[config.mk]
export PLATFORM = sky130hd
export DESIGN_NAME = mux_rr_arbiter
export DESIGN_NICKNAME = d
export VERILOG_FILES = /design/src/rtl/mux_rr_arbiter.sv
export SDC_FILE = /design/constraint.sdc
export NUM_CORES = 1
export LEC_CHECK = 0
export ABC_CLOCK_PERIOD_IN_PS = 1600
export CAP_MARGIN = 20
export CORE_ASPECT_RATIO = 0.9
export CORE_MARGIN = 5
export CORE_UTILIZATION = 40
export CTS_BUF_LIST = sky130_fd_sc_hd__clkbuf_4 sky130_fd_sc_hd__clkbuf_8 sky130_fd_sc_hd__clkbuf_16
export CTS_CLUSTER_SIZE = 28
export DETAILED_ROUTE_END_ITERATION = 8
export PLACE_DENSITY = 0.78
export SLEW_MARGIN = 20
export SYNTH_ARGS = -nofsm -noshare
export SYNTH_HDL_FRONTEND = slang
export SYNTH_SLANG_ARGS = --single-unit
[constraint.sdc]
create_clock -name clk -period 1.6 [get_ports clk]
set_input_delay 0.4 -clock clk [delete_from_list [all_inputs] [get_ports clk]]
set_output_delay 0.4 -clock clk [all_outputs]
set_load 0.01 [all_outputs]
[src/rtl/mux_rr_arbiter.sv]
// mux_rr_arbiter: round-robin arbiter and sequencer for a shared 4-to-1 mux.
// Grants one of four requesters, drives the mux select from the grant and
// registers the selected lane as a qualified output stream.
// Optional feature: define MUX_ARB_BURST_LIMIT_EN to rotate the grant after
// BURST_MAX consecutive cycles whenever another requester is waiting.
module mux_rr_arbiter #(
    parameter int DATA_W    = 1,
    parameter int BURST_MAX = 4
) (
    input  logic                clk,
    input  logic                rst,
    input  logic [3:0]          req,
    input  logic [4*DATA_W-1:0] in,
    output logic [3:0]          gnt,
    output logic [1:0]          sel,
    output logic [DATA_W-1:0]   out,
    output logic                out_valid,
    output logic                busy
);
    typedef enum logic {
        S_IDLE  = 1'b0,
        S_GRANT = 1'b1
    } state_t;

    state_t            state_q, state_d;
    logic [3:0]        gnt_q, gnt_d;
    logic [1:0]        sel_q, sel_d;
    logic [1:0]        ptr_q, ptr_d;
    logic [DATA_W-1:0] out_q, out_d;
    logic              out_valid_q, out_valid_d;

    // Requests eligible for a new grant: the current owner is excluded so it
    // is only ever reconsidered after everyone else (it is searched last).
    logic [3:0] cand;
    logic       pick_found;
    logic [1:0] pick_idx;
    logic       hand_off;
    logic       burst_hit;

`ifdef MUX_ARB_BURST_LIMIT_EN
    localparam logic [7:0] BURST_LAST = 8'(BURST_MAX - 1);

    logic [7:0] burst_cnt_q, burst_cnt_d;

    assign burst_hit = (burst_cnt_q == BURST_LAST);
`else
    assign burst_hit = 1'b0;
`endif

    // BURST_MAX must fit the 8-bit burst counter.
    a_burst_max_range : assert property (@(posedge clk) (BURST_MAX >= 2) && (BURST_MAX <= 255));

    assign cand = req & ~gnt_q;

    // Round-robin search: first candidate at ptr_q, ptr_q+1, ptr_q+2, ptr_q+3 (mod 4).
    always_comb begin
        // NOTE: every variable written here gets a default first; a path that
        // leaves one unassigned would infer a latch.
        pick_found = 1'b0;
        pick_idx   = ptr_q;
        for (int k = 0; k < 4; k++) begin
            if (!pick_found && cand[ptr_q + 2'(k)]) begin
                pick_found = 1'b1;
                pick_idx   = ptr_q + 2'(k);
            end
        end
    end

    // Next state: first grant, hold, hand-off on release/burst limit, or IDLE.
    always_comb begin
        state_d  = state_q;
        gnt_d    = gnt_q;
        sel_d    = sel_q;
        ptr_d    = ptr_q;
        hand_off = 1'b0;
`ifdef MUX_ARB_BURST_LIMIT_EN
        burst_cnt_d = burst_cnt_q;
`endif
        case (state_q)
            S_IDLE: begin
                hand_off = (req != 4'b0000);
            end
            S_GRANT: begin
                // sel_q identifies the current owner while in GRANT.
                if (!req[sel_q] || (burst_hit && (cand != 4'b0000))) begin
                    hand_off = 1'b1;
                end else begin
`ifdef MUX_ARB_BURST_LIMIT_EN
                    // Limit reached with nobody waiting: keep the grant, restart the count.
                    burst_cnt_d = burst_hit ? 8'd0 : burst_cnt_q + 8'd1;
`endif
                end
            end
            default: begin
                state_d = S_IDLE;
            end
        endcase

        if (hand_off) begin
            if (pick_found) begin
                state_d = S_GRANT;
                gnt_d   = 4'b0001 << pick_idx;
                sel_d   = pick_idx;
                ptr_d   = pick_idx + 2'd1;
`ifdef MUX_ARB_BURST_LIMIT_EN
                burst_cnt_d = 8'd0;
`endif
            end else begin
                // No one left: drop the grant, select keeps pointing at the last owner.
                state_d = S_IDLE;
                gnt_d   = 4'b0000;
            end
        end
    end

    // Data path: forward the selected lane only while a grant was active before the edge.
    always_comb begin
        out_d       = '0;
        out_valid_d = 1'b0;
        if (state_q == S_GRANT) begin
            out_valid_d = 1'b1;
            for (int i = 0; i < 4; i++) begin
                if (sel_q == 2'(i)) begin
                    out_d = in[i*DATA_W +: DATA_W];
                end
            end
        end
    end

    // State and output registers; reset clears everything, including the pointer.
    always_ff @(posedge clk or posedge rst) begin
        if (rst) begin
            state_q     <= S_IDLE;
            gnt_q       <= 4'b0000;
            sel_q       <= 2'd0;
            ptr_q       <= 2'd0;
            out_q       <= '0;
            out_valid_q <= 1'b0;
`ifdef MUX_ARB_BURST_LIMIT_EN
            burst_cnt_q <= 8'd0;
`endif
        end else begin
            // NOTE: non-blocking assignments so every register samples the
            // pre-edge values, independent of statement order.
            state_q     <= state_d;
            gnt_q       <= gnt_d;
            sel_q       <= sel_d;
            ptr_q       <= ptr_d;
            out_q       <= out_d;
            out_valid_q <= out_valid_d;
`ifdef MUX_ARB_BURST_LIMIT_EN
            burst_cnt_q <= burst_cnt_d;
`endif
        end
    end

    assign gnt       = gnt_q;
    assign sel       = sel_q;
    assign out       = out_q;
    assign out_valid = out_valid_q;
    assign busy      = (gnt_q != 4'b0000);

endmodule
==> reports/qor.txt, run 1 <==
slew of the pin with the lowest slew margin: 0.440 ns
static leakage: 0.497 nW
syn_area_per_cell: 10.7 sq um
Total GRT Usage: 18.7%
Hold Vio Cnt, Final: 0
largest net degree at the start of global routing: 12
Post-Syn Nets: 70
hold slack: 0.421 ns
post-route clock period utilization: 109%
flops & latches, synth: 11
number of H-tree levels: 1
CTS Buffer Depth: 2
initial antenna violation count: 0
antenna diode count: 0
Synth top area share: 43.0%
nets: 110
Seq/Total Area, Yosys: 43.0%
Port Buf Inserts: 18
Root Buffer Master: clkbuf_4
Die W: 52.2 microns
initial core utilization: 43.3%
die area: 2500 sq um
RSZ-0062 raised after global routing: true
layout cells sized above 1: 44.4%
Most Crowded Layer GR: met2
met3 Use GR: 4.05%
post-DR wirelength/cell: 16.5 microns
CTS tree: built
startpoint types: flip-flop
FILL cells: 106
DRT iter0 DRCs: 9
# rows: 13
Clock Latency Late Sink: 0.27 ns
core area: 1480 sq um
synth warn: 0
drt pass-1 iters: 4
Ports: 19
commonest non-fill, non-tap cell in the layout: buf_4
Mapped Area: 641 sq um
total clock sinks: 11
number of global-route vias before repair: 680
slowest CP cell: or4_1
antenna-violating nets left: 0
Congestion Overflow GR: 0
vias per cell: 5.52
endpoint class of the critical path: output port
final worst setup slack: -0.143 ns
M2 GR Usage: 30.6%
most frequent cells in the layout: buf_4 (15), dfrtp_1 (11), dlygate4sd2_1 (8)
Final Slew Violations: 0
Tmin final: 1.74 ns
f_max: 0.574 GHz
Place WS: -0.637 ns
DIE HEIGHT: 48.0 microns
setup violators final: 9
Final TNS setup: -0.645 ns
hold crit path type: in2async
post-synth cell types: 29
CP max stage delay: 0.52 ns
Max Cap Viol: 0
Area Growth Syn to Fin: 72.5%
Crit Path Category: reg2out
DRC viols: 0
placed cells: 115
final WL: 2000 microns
CP required: 1.20 ns
Post-Synthesis Cells: 60
Clock transition at path regs: 0.07 ns
worst path arrival time: 1.34 ns
skew final: 0.00163 ns
power per cell area: 1890 nW/um^2
Cell Chain, Critical Path: or4_1, buf_2
Max FO, Critical Path: 2
status: finished with violations
largest cells by area after synthesis: dfrtp_1 (43%), a32o_1 (6.3%), mux4_1 (4.1%)
routability cong.: 0.893
first-pass GRT wire length: 3270 microns
violated checks: negative setup slack
largest area contributor in the netlist: dfrtp_1
fin cells: 121
total number of vias: 668
grt met1 use: 24.6%
relative slew slack: 70.6%
Peak VDD IR: 1.19 mV
post-cts hold buffer count: 0
Num CTS Buffers: 3
DP Wirelength: 1470 microns
[state kept, by name, indices dropped and copies added, names as in the netlist]
name       count
state_q        1
gnt            4
out            1
sel            2
ptr_q          2
out_valid      1
[cell usage after synthesis]
cell / number
nand2b_1: 2
o21ai_0: 1
a32o_1: 4
buf_2: 1
o21bai_1: 1
and3b_1: 1
nor2b_1: 3
nor3b_1: 1
a311o_1: 1
or2_0: 1
o31ai_2: 1
nand2_1: 6
or4_1: 2
nand3_1: 1
mux4_1: 1
and3_2: 2
o22ai_1: 1
nor2_1: 3
and4_1: 1
o21ai_1: 2
a21oi_1: 3
and2_1: 2
a2bb2oi_1: 2
dfrtp_1: 11
mux4_2: 1
or2b_2: 2
inv_1: 1
o2bb2ai_2: 1
o211ai_1: 1
[final cells by class]
cell class | count | area, sq um | area share [%]
clock buffer | 4 | 30.0 | 2.72
inverter | 1 | 3.75 | 0.340
multi-input combinational | 47 | 462 | 41.8
sequential | 11 | 275 | 24.9
tap | 22 | 27.5 | 2.49
timing repair buffer | 36 | 307 | 27.7
[metal layers]
metal  part of all wire, %  wire [microns]  vias up
met2                    47             933       19
met1                    46             916      330
li1                      -               -      313
met3                   5.0             100        6
met5                     0               0        -
met4                   2.4              47        0
[logic make-up after synthesis]
kind of cell           after synthesis  synth area share [%]
AOI/OAI and AO/OA                   18                  22.9
buffers and inverters                2                  1.37
DFF                                 11                  43.0
muxes                                2                  7.62
and+or+nand+nor                     27                  25.2
[per-stage QoR]
stage	power [mW]	utilization (%)	cell area, sq um
after floorplan	1.09	-	653
after global placement	1.62	65.9	976
after detailed placement	1.64	65.9	976
after CTS	2.04	74.2	1100
after global routing	2.23	74.6	1100
final	2.09	74.6	1100
[final timing paths]
check	start	end	slack, ns	depth (start not counted)
max	gnt[2]	busy	-0.14	2
min	rst	sel[1]	0.42	2
max reg2reg	sel[1]	ptr_q[1]	-0.09	4
min reg2reg	state_q	out_valid	0.61	2
max in group asynchronous	rst	gnt[2]	0.87	2
min in group clk	state_q	out_valid	0.61	2
[critical path: cells and delay by family (launching register included)]
family / cells / cell delay [ns]
buffers and inverters: 1 / 0.15
AND/OR/NAND/NOR: 1 / 0.52
flip-flops: 1 / 0.40
[what timing repair did]
action | 4_1_cts | 5_1_grt
endpoints found under the setup margin | 15 | 10
pin swaps | 9 | 9
gates resized for setup | 35 | 8
setup buffers | 5 | 0
[report_power, final]
part | total, mW | internal (mW) | switching [mW]
Combinational | 1.37 | 0.779 | 0.592
Sequential | 0.513 | 0.388 | 0.125
Clock | 0.209 | 0.114 | 0.0953
Total | 2.09 | 1.28 | 0.813
Note: power is estimated with default switching activity, not from simulation.
==> run 2, diff against run 1 <==
- CAP_MARGIN: 20 -> unset
==> results of run 2 <==
No change in the layout: final DEF, timing and power equal those of run 1.
==> run 3, diff against run 2 <==
- ABC_CLOCK_PERIOD_IN_PS: 1600 -> 1950
- CORE_UTILIZATION: 40 -> 44
- PLACE_DENSITY: 0.78 -> 0.81
- clock period: 1.6 -> 1.95 ns (I/O delays scaled with it)
==> run 3 against run 2 <==
The flow now finishes without violations; via count is 4.0% lower; global-route usage hardly changed; routed wire length is 0.75% lower; design area is 11% lower; flip-flop and latch count stayed put.
==> reports/qor.txt, run 3 (same netlist as run 1, synthesis figures left out) <==
status: completed
CTS tree: built
DRT iter0 DRCs: 22 (+13)
largest net degree at the start of global routing: 12 (unchanged)
sw frac: 40.0% (+1.2 points)
worst path arrival time: 1.33 ns (about the same)
wire length on met2: 991 microns (+6.2%)
post-cts hold buffer count: 0 (unchanged)
final WL: 1980 microns (-0.75%)
number of global-route vias before repair: 649 (-4.6%)
power per cell area: 1500 nW/um^2 (-21%)
slew of the pin with the lowest slew margin: 0.425 ns (-0.0153 ns)
final design utilization: 69.7% (-5.0 points)
initial core utilization: 45.3% (+2.0 points)
Reg power frac: 28.7% (+4.2 points)
Final TNS setup: 0 ns (+0.645 ns)
Die W: 50.2 microns (-3.8%)
DIE HEIGHT: 46.2 microns (-3.7%)
CP endpoint: busy
commonest non-fill, non-tap cell in the layout: clkdlybuf4s50_1
static leakage: 0.448 nW (-9.9%)
CTS Buffer Depth: 2 (unchanged)
DRC viols: 0 (unchanged)
# Post-CTS Setup Buffers: 0 (-5)
number of H-tree levels: 1 (unchanged)
Clock transition at path regs: 0.07 ns (about the same)
Num CTS Buffers: 3 (unchanged)
Max Cap Viol: 0 (unchanged)
FILL cells: 110 (+3.8%)
first-pass GRT wire length: 3060 microns (-6.5%)
max FFs per register: 4 (unchanged)
post-route clock period utilization: 93.3%
CP startpoint: gnt[1]
antenna-violating nets left: 0 (unchanged)
fin cells: 105 (-13%)
met3 wire length: 152 microns (+52%)
core area: 1420 sq um (-4.4%)
hold slack: 0.472 ns (+0.0511 ns)
layout cells sized above 1: 33.3% (-11 points)
RSZ-0062 raised after global routing: false
antenna diode count: 0 (unchanged)
Clock Latency Late Sink: 0.27 ns (about the same)
worst reg2reg path endpoint: ptr_q[1]
initial antenna violation count: 0 (unchanged)
startpoint types: flip-flop
endpoint class of the critical path: output port
CP required: 1.46 ns (+0.26 ns)
Congestion Overflow GR: 0 (unchanged)
Top Metal Used: met4
f_max: 0.550 GHz
drt pass-1 iters: 4 (unchanged)
Tmin final: 1.82 ns
total power draw: 1.48 mW (-29%)
vias per cell: 6.10 (+11%)
placed cells: 101 (-12%)
Root Buffer Master: clkbuf_4
post-DR wirelength/cell: 18.9 microns (+14%)
Port Buf Inserts: 18 (unchanged)
final worst setup slack: 0.132 ns (+0.275 ns)
Int Power: 886 uW (-31%)
total clock sinks: 11 (unchanged)
combinational share of power: 60.7% (-4.8 points)
Reg-to-Reg Start: sel[1]
setup violators final: 0 (-9)
Met1 Wirelength: 792 microns (-14%)
Clock power frac: 10.6% (+0.6 points)
skew final: 0.00285 ns (+0.00122 ns)
hold crit path type: reg2reg
Area Growth Syn to Fin: 53.9%
Max FO, Critical Path: 2 (unchanged)
relative slew slack: 71.7% (+1.0 points)
Final Slew Violations: 0 (unchanged)
slowest CP cell: or4_1
nets: 101 (-8.2%)
routability cong.: 0.894 (about the same)
Peak VDD IR: 0.870 mV (-27%)
total number of vias: 641 (-4.0%)
Place WS: -0.345 ns (+0.292 ns)
Ports: 19 (unchanged)
Psw: 591 uW (-27%)
Hold Vio Cnt, Final: 0 (unchanged)
dpl cell area: 902 sq um (-7.6%)
Crit Path Category: reg2out
Cell Chain, Critical Path: or4_1, clkbuf_2
post-route cell area: 986 sq um (-11%)
Total GRT Usage: 18.7% (about the same)
# rows: 13 (unchanged)
die area: 2320 sq um (-7.3%)
DP Wirelength: 1480 microns (+0.64%)
most frequent cells in the layout: clkdlybuf4s50_1 (13), dfrtp_1 (11), buf_4 (8)
Worst R2R Setup Slack: 0.19 ns (+0.28 ns)
CP max stage delay: 0.53 ns (about the same)
cells on worst reg2reg path: 4 (unchanged)
-- run 3: cell count changes in the layout (fill, tap and decap cells not counted), sizes merged --
cell / previous run / this run
clkbuf: 5 / 4
dlygate4sd2: 8 / 0
clkdlybuf4s50: 7 / 13
clkdlybuf4s15: 1 / 0
clkinv: 0 / 1
dlymetal6s2s: 0 / 4
buf: 19 / 9
-- run 3: worst min path at each step --
stage / startpoint / end / cells past startpoint
global route: state_q / out_valid / 0
CTS: state_q / out_valid / 0
floorplan: rst / gnt[0] / 1
finish: state_q / out_valid / 0
global placement: state_q / out_valid / 0
detailed placement: state_q / out_valid / 0
-- run 3: layer usage --
metal / up-vias / GRT usage, %
li1: 294 / -
met1: 307 / 19.2
met2: 32 / 32.1
met3: 8 / 8.41
met4: 0 / 10.5
met5: - / 0
-- run 3: worst max-delay path, delay by kind of cell, from the launching register on --
family | cells | cell delay [ns]
buffers and inverters | 1 | 0.15
and+or+nand+nor | 1 | 0.53
DFF | 1 | 0.38
-- run 3: final cells by class --
type	instances	area (sq um)	area share (%)
clock inverters	1	5.00	0.508
flip-flops and latches	11	275	27.9
well taps	15	18.8	1.90
multi-input cells	47	404	41.0
inverters	1	3.75	0.381
repair buffers	27	256	26.0
clock buffers	3	22.5	2.28
-- run 3: power by group through the flow --
stage | clock network, mW | registers [mW] | logic (mW)
after floorplan | 0 | 0.431 | 0.439
after global placement | 0 | 0.407 | 0.796
after detailed placement | 0 | 0.416 | 0.819
after CTS | 0.168 | 0.415 | 0.853
after global routing | 0.183 | 0.437 | 0.954
final | 0.157 | 0.423 | 0.897
-- run 3: what timing repair did --
item | 4_1_cts | 5_1_grt
setup endpoints to repair | 8 | 7
pin swaps | 2 | 0
gates resized for setup | 7 | 14
gates cloned | 0 | 0
